`config.mk`:
```
export PLATFORM = sky130hd
export DESIGN_NAME = reg_file_2r1w
export DESIGN_NICKNAME = d
export VERILOG_FILES = /design/src/rtl/reg_file_pkg.sv /design/src/rtl/reg_file_clear_ctrl.sv /design/src/rtl/reg_file_2r1w.sv
export SDC_FILE = /design/constraint.sdc
export NUM_CORES = 2
export LEC_CHECK = 0
export ABC_AREA = 0
export CAP_MARGIN = 0
export CORE_ASPECT_RATIO = 1.25
export CORE_MARGIN = 10
export CORE_UTILIZATION = 35
export CTS_CLUSTER_DIAMETER = 150
export CTS_CLUSTER_SIZE = 10
export DETAILED_ROUTE_END_ITERATION = 6
export PLACE_DENSITY = 0.58
export SYNTH_ARGS = -nofsm -noshare
export SYNTH_HDL_FRONTEND = slang
export SYNTH_SLANG_ARGS = --single-unit
export TNS_END_PERCENT = 100
```
`constraint.sdc`:
```
create_clock -name CLK -period 74.2 [get_ports CLK]
set_input_delay 7.42 -clock CLK [delete_from_list [all_inputs] [get_ports CLK]]
set_output_delay 7.42 -clock CLK [all_outputs]
set_load 0.03 [all_outputs]
```
`src/rtl/reg_file_pkg.sv`:
```
// rtl/reg_file_pkg.sv - shared types and constants for the datapath register bank
package reg_file_pkg;

    localparam int DEF_WIDTH = 32;
    localparam int DEF_DEPTH = 32;

    typedef enum logic {
        IDLE  = 1'b0,
        CLEAR = 1'b1
    } clr_state_t;

    // Address width for a given depth; never below one bit.
    function automatic int calc_aw(input int depth);
        return (depth <= 2) ? 1 : $clog2(depth);
    endfunction

endpackage

```
`src/rtl/reg_file_clear_ctrl.sv`:
```
// rtl/reg_file_clear_ctrl.sv - sequential clear engine: FSM, entry index and busy flag
module reg_file_clear_ctrl
    import reg_file_pkg::*;
#(
    parameter int DEPTH = DEF_DEPTH,
    parameter int AW    = calc_aw(DEPTH)
) (
    input  logic          i_clk,
    input  logic          i_rst,
    input  logic          i_clear_req,
    output logic          o_busy,
    output logic          o_clr_we,
    output logic [AW-1:0] o_clr_addr
);

    clr_state_t    r_state;
    clr_state_t    w_state_nxt;
    logic [AW-1:0] r_idx;
    logic [AW-1:0] w_idx_nxt;

    // State and index registers; reset abandons any clear in progress.
    always_ff @(posedge i_clk or posedge i_rst) begin
        if (i_rst) begin
            r_state <= IDLE;
            r_idx   <= '0;
        end else begin
            r_state <= w_state_nxt;
            r_idx   <= w_idx_nxt;
        end
    end

    // Next state: start on request, walk the index, stop after the last entry.
    always_comb begin
        w_state_nxt = r_state;
        w_idx_nxt   = r_idx;
        case (r_state)
            IDLE: begin
                if (i_clear_req) begin
                    w_state_nxt = CLEAR;
                    w_idx_nxt   = '0;
                end
            end
            CLEAR: begin
                if (r_idx == AW'(DEPTH - 1)) begin
                    w_state_nxt = IDLE;
                    w_idx_nxt   = '0;
                end else begin
                    w_idx_nxt = r_idx + AW'(1);
                end
            end
            default: begin
                w_state_nxt = IDLE;
                w_idx_nxt   = '0;
            end
        endcase
    end

    assign o_busy     = (r_state == CLEAR);
    assign o_clr_we   = (r_state == CLEAR);
    assign o_clr_addr = r_idx;

endmodule

```
`src/rtl/reg_file_2r1w.sv`:
```
// rtl/reg_file_2r1w.sv - 1-write 2-read register file with registered reads and clear engine (optional REG_FILE_BYPASS_EN)
module reg_file_2r1w
    import reg_file_pkg::*;
#(
    parameter int               WIDTH     = DEF_WIDTH,
    parameter int               DEPTH     = DEF_DEPTH,
    parameter int               AW        = calc_aw(DEPTH),
    parameter logic [WIDTH-1:0] RESET_VAL = {WIDTH{1'b0}},
    parameter bit               R0_ZERO   = 1'b1
) (
    input  logic             CLK,
    input  logic             RESET,
    input  logic             WRITE,
    input  logic [AW-1:0]    ADDR_W,
    input  logic [WIDTH-1:0] DATA_W,
    input  logic             READ,
    input  logic [AW-1:0]    ADDR_R1,
    input  logic [AW-1:0]    ADDR_R2,
    output logic [WIDTH-1:0] DATA_R1,
    output logic [WIDTH-1:0] DATA_R2,
    input  logic             CLEAR_REQ,
    output logic             BUSY
);

    logic [WIDTH-1:0] r_mem [DEPTH];
    logic [WIDTH-1:0] r_data_r1;
    logic [WIDTH-1:0] r_data_r2;
    logic             w_busy;
    logic             w_clr_we;
    logic [AW-1:0]    w_clr_addr;
    logic             w_user_we;
    logic             w_rd_en;
    logic [WIDTH-1:0] w_rdata1;
    logic [WIDTH-1:0] w_rdata2;

    reg_file_clear_ctrl #(
        .DEPTH (DEPTH),
        .AW    (AW)
    ) u_clear_ctrl (
        .i_clk       (CLK),
        .i_rst       (RESET),
        .i_clear_req (CLEAR_REQ),
        .o_busy      (w_busy),
        .o_clr_we    (w_clr_we),
        .o_clr_addr  (w_clr_addr)
    );

    // A clear request in an idle cycle takes priority over a user write or read.
    assign w_user_we = WRITE && !w_busy && !CLEAR_REQ && !(R0_ZERO && (ADDR_W == '0));
    assign w_rd_en   = READ && !w_busy && !CLEAR_REQ;

    // Array update: the clear engine owns the write port while busy.
    always_ff @(posedge CLK or posedge RESET) begin
        if (RESET) begin
            for (int i = 0; i < DEPTH; i++) begin
                r_mem[i] <= RESET_VAL;
            end
        end else if (w_clr_we) begin
            r_mem[w_clr_addr] <= RESET_VAL;
        end else if (w_user_we) begin
            r_mem[ADDR_W] <= DATA_W;
        end
    end

    // Read port 1 data: stored value, optional write forwarding, register 0 forced to zero.
    always_comb begin
        w_rdata1 = r_mem[ADDR_R1];
`ifdef REG_FILE_BYPASS_EN
        if (w_user_we && (ADDR_W == ADDR_R1)) begin
            w_rdata1 = DATA_W;
        end
`endif
        if (R0_ZERO && (ADDR_R1 == '0)) begin
            w_rdata1 = '0;
        end
    end

    // Read port 2 data: same selection as port 1.
    always_comb begin
        w_rdata2 = r_mem[ADDR_R2];
`ifdef REG_FILE_BYPASS_EN
        if (w_user_we && (ADDR_W == ADDR_R2)) begin
            w_rdata2 = DATA_W;
        end
`endif
        if (R0_ZERO && (ADDR_R2 == '0)) begin
            w_rdata2 = '0;
        end
    end

    // Registered read outputs hold when not enabled.
    always_ff @(posedge CLK or posedge RESET) begin
        if (RESET) begin
            r_data_r1 <= '0;
            r_data_r2 <= '0;
        end else if (w_rd_en) begin
            r_data_r1 <= w_rdata1;
            r_data_r2 <= w_rdata2;
        end
    end

    assign DATA_R1 = r_data_r1;
    assign DATA_R2 = r_data_r2;
    assign BUSY    = w_busy;

endmodule

```
==> results.txt <==
After legalization and detailed placement, the total HPWL measured 124.4 mm. Across the routed clock network, the largest skew measured is 0.05457 ns. In this run the critical register-to-register path is launched from u_clear_ctrl.o_busy.

The cell count after placement came out at 5878. In the synthesized netlist the dominant register cell turns out to be sky130_fd_sc_hd__dfrtp_1. The tools report the hold path endpoint as r_mem[1022]. Counting both buffers and inverters, the worst setup path holds a total of 6. The run gives 41700 as the overall via count from detail_route. Number of vias per cell: 6.939. The I/O pin count was 117. Once detail routing completed, the nets flagged for antenna violations numbered 0. The largest driver fanout on the critical path works out to 110. The maximum cell stage delay along the critical path works out to 0.87 ns. For this design, the slowest cell found on the critical path is sky130_fd_sc_hd__buf_4.

Traced cell by cell, the critical path runs through clkdlybuf4s50_1, inv_8, buf_4, buf_4, buf_4, buf_4. The width of the die was 376.6 um; the via count of the first global-routing pass was 42080. The critical path class was primary input to async pin. The library cell used most frequently in the layout, excluding fill and tap cells, is sky130_fd_sc_hd__dfrtp_1. The first detailed-routing pass ran for 6 iterations. Worst flop-to-flop path endpoint: r_mem[967]. Yosys printed 0 warnings. For the remaining design rule violation count, the log shows 0. Once the floorplan was initialized, standard cells occupied 35.24% of the core. Global routing consumed, over all layers together, 24.46% of the routing resources. The startpoint of the lowest-slack hold path is r_mem[1022].

Violation count after the first detailed-route iteration: 5239. In this run the power spent charging and discharging nets is 511.2 uW. The clock root buffer was sky130_fd_sc_hd__clkbuf_16. Entering global routing, the biggest net connects 183 pins.

During placement, the flow inserted port buffers numbering 116. At the pin with the least slew margin, the transition time is 1.382 ns. The area growth from synthesis to layout is 11.27%, and the clock latency of the later-clocked register in the worst-skew pair is 0.77 ns.

In this run the cell area of the synthesized design comes to 55630 um2. The number of CTS-inserted buffers is 119, and the number of buffers added to fix hold violations after cts is 0. After clock tree synthesis, the clock-pin slew on the worst setup and hold paths is 0.06 ns. The H-tree was split into 3 levels. The floorplan step defined a die boundary enclosing 175400 um2. The tool flagged a number of max-cap violations equal to 0.

The kind of cell with the highest combined delay along the critical path is buffers and inverters. Setup repair after global routing left no endpoint under its margin. The net count after synthesis was 4117; the static leakage power was 27.74 nW. The top cell types in the final layout, fill and taps aside, are sky130_fd_sc_hd__dfrtp_1 (1094), sky130_fd_sc_hd__a22o_1 (1052), sky130_fd_sc_hd__mux2_2 (364). The run gives 21.9% as the portion of total power attributed to combinational logic. In the final routed layout, each cell accounts on average for 36.83 um.

For the number of standard cells in the final layout excluding fillers, the log shows 6009. The total number of clock tree sinks was 1094. STA classifies the critical path endpoint as an async pin.

By instance count, the cell type seen most on the critical path is sky130_fd_sc_hd__buf_4. The shortest clock period the worst path allows after layout was 11.02 ns; the worst reg-to-reg setup slack was 70.10 ns. Buffers added to address setup during post-CTS repair amount to 0. The sequential group share of total power came out at 44.8%. Class of the tightest hold or removal check: register to register. In this run the mean area of a mapped cell was 13.70 um2. The run finished with clean final reports. Overall power consumption: 1.582 mW. The die is 465.7 um tall. Counting flops with an async set or reset pin after synthesis yields a share of 100.0%.

The worst-case reg-to-reg path depth came out at 7. After floorplanning, the core was divided into 163 placement rows. The final hold violation count is 0, and the part of the power in the clock network is 33.3%.

Peak supply drop: 0.00001999 V. Hold timing on the final database bottoms out at a slack of 0.5079 ns. TritonCTS built the clock tree.

The tools report the final number of max-transition violations as 0. The launching element type of the critical path is a primary input. The number of storage elements in the synthesis netlist was 1094; the total congestion overflow after global routing was 0. The run gives 0 ns as the final setup TNS. For the fmax, the log shows 90.76 MHz. The cell count of the worst hold path was 1; the core area was 157900 um2. The areal power density over the cells was 25.55 nW/um2; the core occupancy in the finished layout was 39.21%.

The share of the yosys chip area belonging to registers was 49.21%; the required time at the worst-slack endpoint was 74.92 ns. Counting every instance in the synthesized netlist gives 4060. After layout, the worst path uses 14.85% of the clock period.

In this run, post-CTS repair resized a total of 0 instances. The wire length reported by the detailed router is 221.3 mm. The wire length of the first global-routing pass came out at 315.6 mm. The run gives 3 as the maximum number of buffers from clock root to sink. The proportion of layout cells with a drive suffix above 1 works out to 26.91%. Counting distinct cell types in the post-synthesis netlist gives 54. Critical path arrival: 11.74 ns. The cell-internal power was 1.070 mW. The synthesized design contains 0 enable-type register cells. The final-report setup violation count is 0, and the proportion of total power due to net switching is 32.32%.

For this run, the post-layout net count is 3994. The worst pin sits at a relative slew slack of 7.183%. The tools report the initial antenna violation count as 11. At the end of routability-driven placement, the weighted congestion stood at 0.8459.
cells in the mapped netlist (17+ instances only):
master                      instances  share of area (%)
sky130_fd_sc_hd__buf_2            197                1.8
sky130_fd_sc_hd__dfrtp_1         1094                 49
sky130_fd_sc_hd__clkbuf_1         278                1.9
sky130_fd_sc_hd__nor3_2            17               0.31
sky130_fd_sc_hd__a211oi_1          64               0.86
sky130_fd_sc_hd__nor2_1            66               0.45
sky130_fd_sc_hd__a2111oi_0         60               0.94
sky130_fd_sc_hd__o22ai_1          185                2.1
sky130_fd_sc_hd__a21oi_1           31               0.28
sky130_fd_sc_hd__a22o_1          1052                 17
sky130_fd_sc_hd__mux4_2           324                 13
sky130_fd_sc_hd__mux2_2           364                7.4
sky130_fd_sc_hd__buf_4             17               0.23
sky130_fd_sc_hd__mux2i_1          136                2.4
sky130_fd_sc_hd__and2_1            38               0.43
layout make-up:
cell class | instances | area [um2]
inverter | 7 | 33.78
multi-input combinational | 2448 | 26430
tap | 2062 | 2580
antenna | 4 | 10.01
clock buffer | 120 | 3003
fill | 14630 | 95960
timing repair buffer | 267 | 2372
clock inverter | 7 | 90.09
sequential | 1094 | 27380
metrics by stage:
step                      setup WS, ns  cell area [um2]
after CTS                        62.97            61890
after global routing             62.50            61890
final                            63.18            61900
after floorplan                  35.98            55630
after detailed placement         62.18            58790
after global placement           62.21            58790
worst max-delay path by stage:
stage / startpoint / to / slack [ns] / cells past startpoint
3_5_place_dp: RESET / r_mem[472] / 62.18 / 6
5_1_grt: RESET / r_mem[440] / 62.50 / 6
3_3_place_gp: RESET / r_mem[344] / 62.21 / 6
2_1_floorplan: RESET / DATA_R1[0] / 35.98 / 1
6_report: RESET / r_mem[280] / 63.18 / 6
4_1_cts: RESET / r_mem[440] / 62.97 / 6
power by group through the flow:
stage / logic, mW / clock network, mW / registers (mW)
after global routing: 0.362 / 0.555 / 0.714
after CTS: 0.345 / 0.533 / 0.707
after global placement: 0.341 / 0 / 0.715
after detailed placement: 0.344 / 0 / 0.716
final: 0.347 / 0.526 / 0.708
after floorplan: 0.176 / 0 / 0.727
logic make-up (layout without fill, tap and decap cells):
group                    count (synthesis)  after routing  share of synthesized area [%]
AO/OA/AOI/OAI                         1413           1413                          21.06
XOR/XNOR                                 2              2                        0.03150
adder cells (fa/ha/maj)                  5              5                         0.1125
buffers and inverters                  518            401                          4.217
flip-flops                            1094           1094                          49.21
multiplexers                           824            824                          22.93
other                                    0              4                              0
AND/OR/NAND/NOR                        204            204                          2.431
layer usage:
| metal | track usage, % | wire length, um | up-vias |
|---|---|---|---|
| li1 | - | - | 16040 |
| met1 | 32.12 | 87570 | 22150 |
| met2 | 36.79 | 98540 | 2855 |
| met3 | 6.543 | 23030 | 646 |
| met4 | 12.98 | 12120 | 6 |
| met5 | 0.1093 | 26 | - |
flip-flops by register name (all words and copies together) (netlist names):
name and count:
DATA_R1 32, u_clear_ctrl.o_clr_addr 5, DATA_R2 32, r_mem 1024, u_clear_ctrl.o_busy 1
Power figures use the tool's default switching activity.
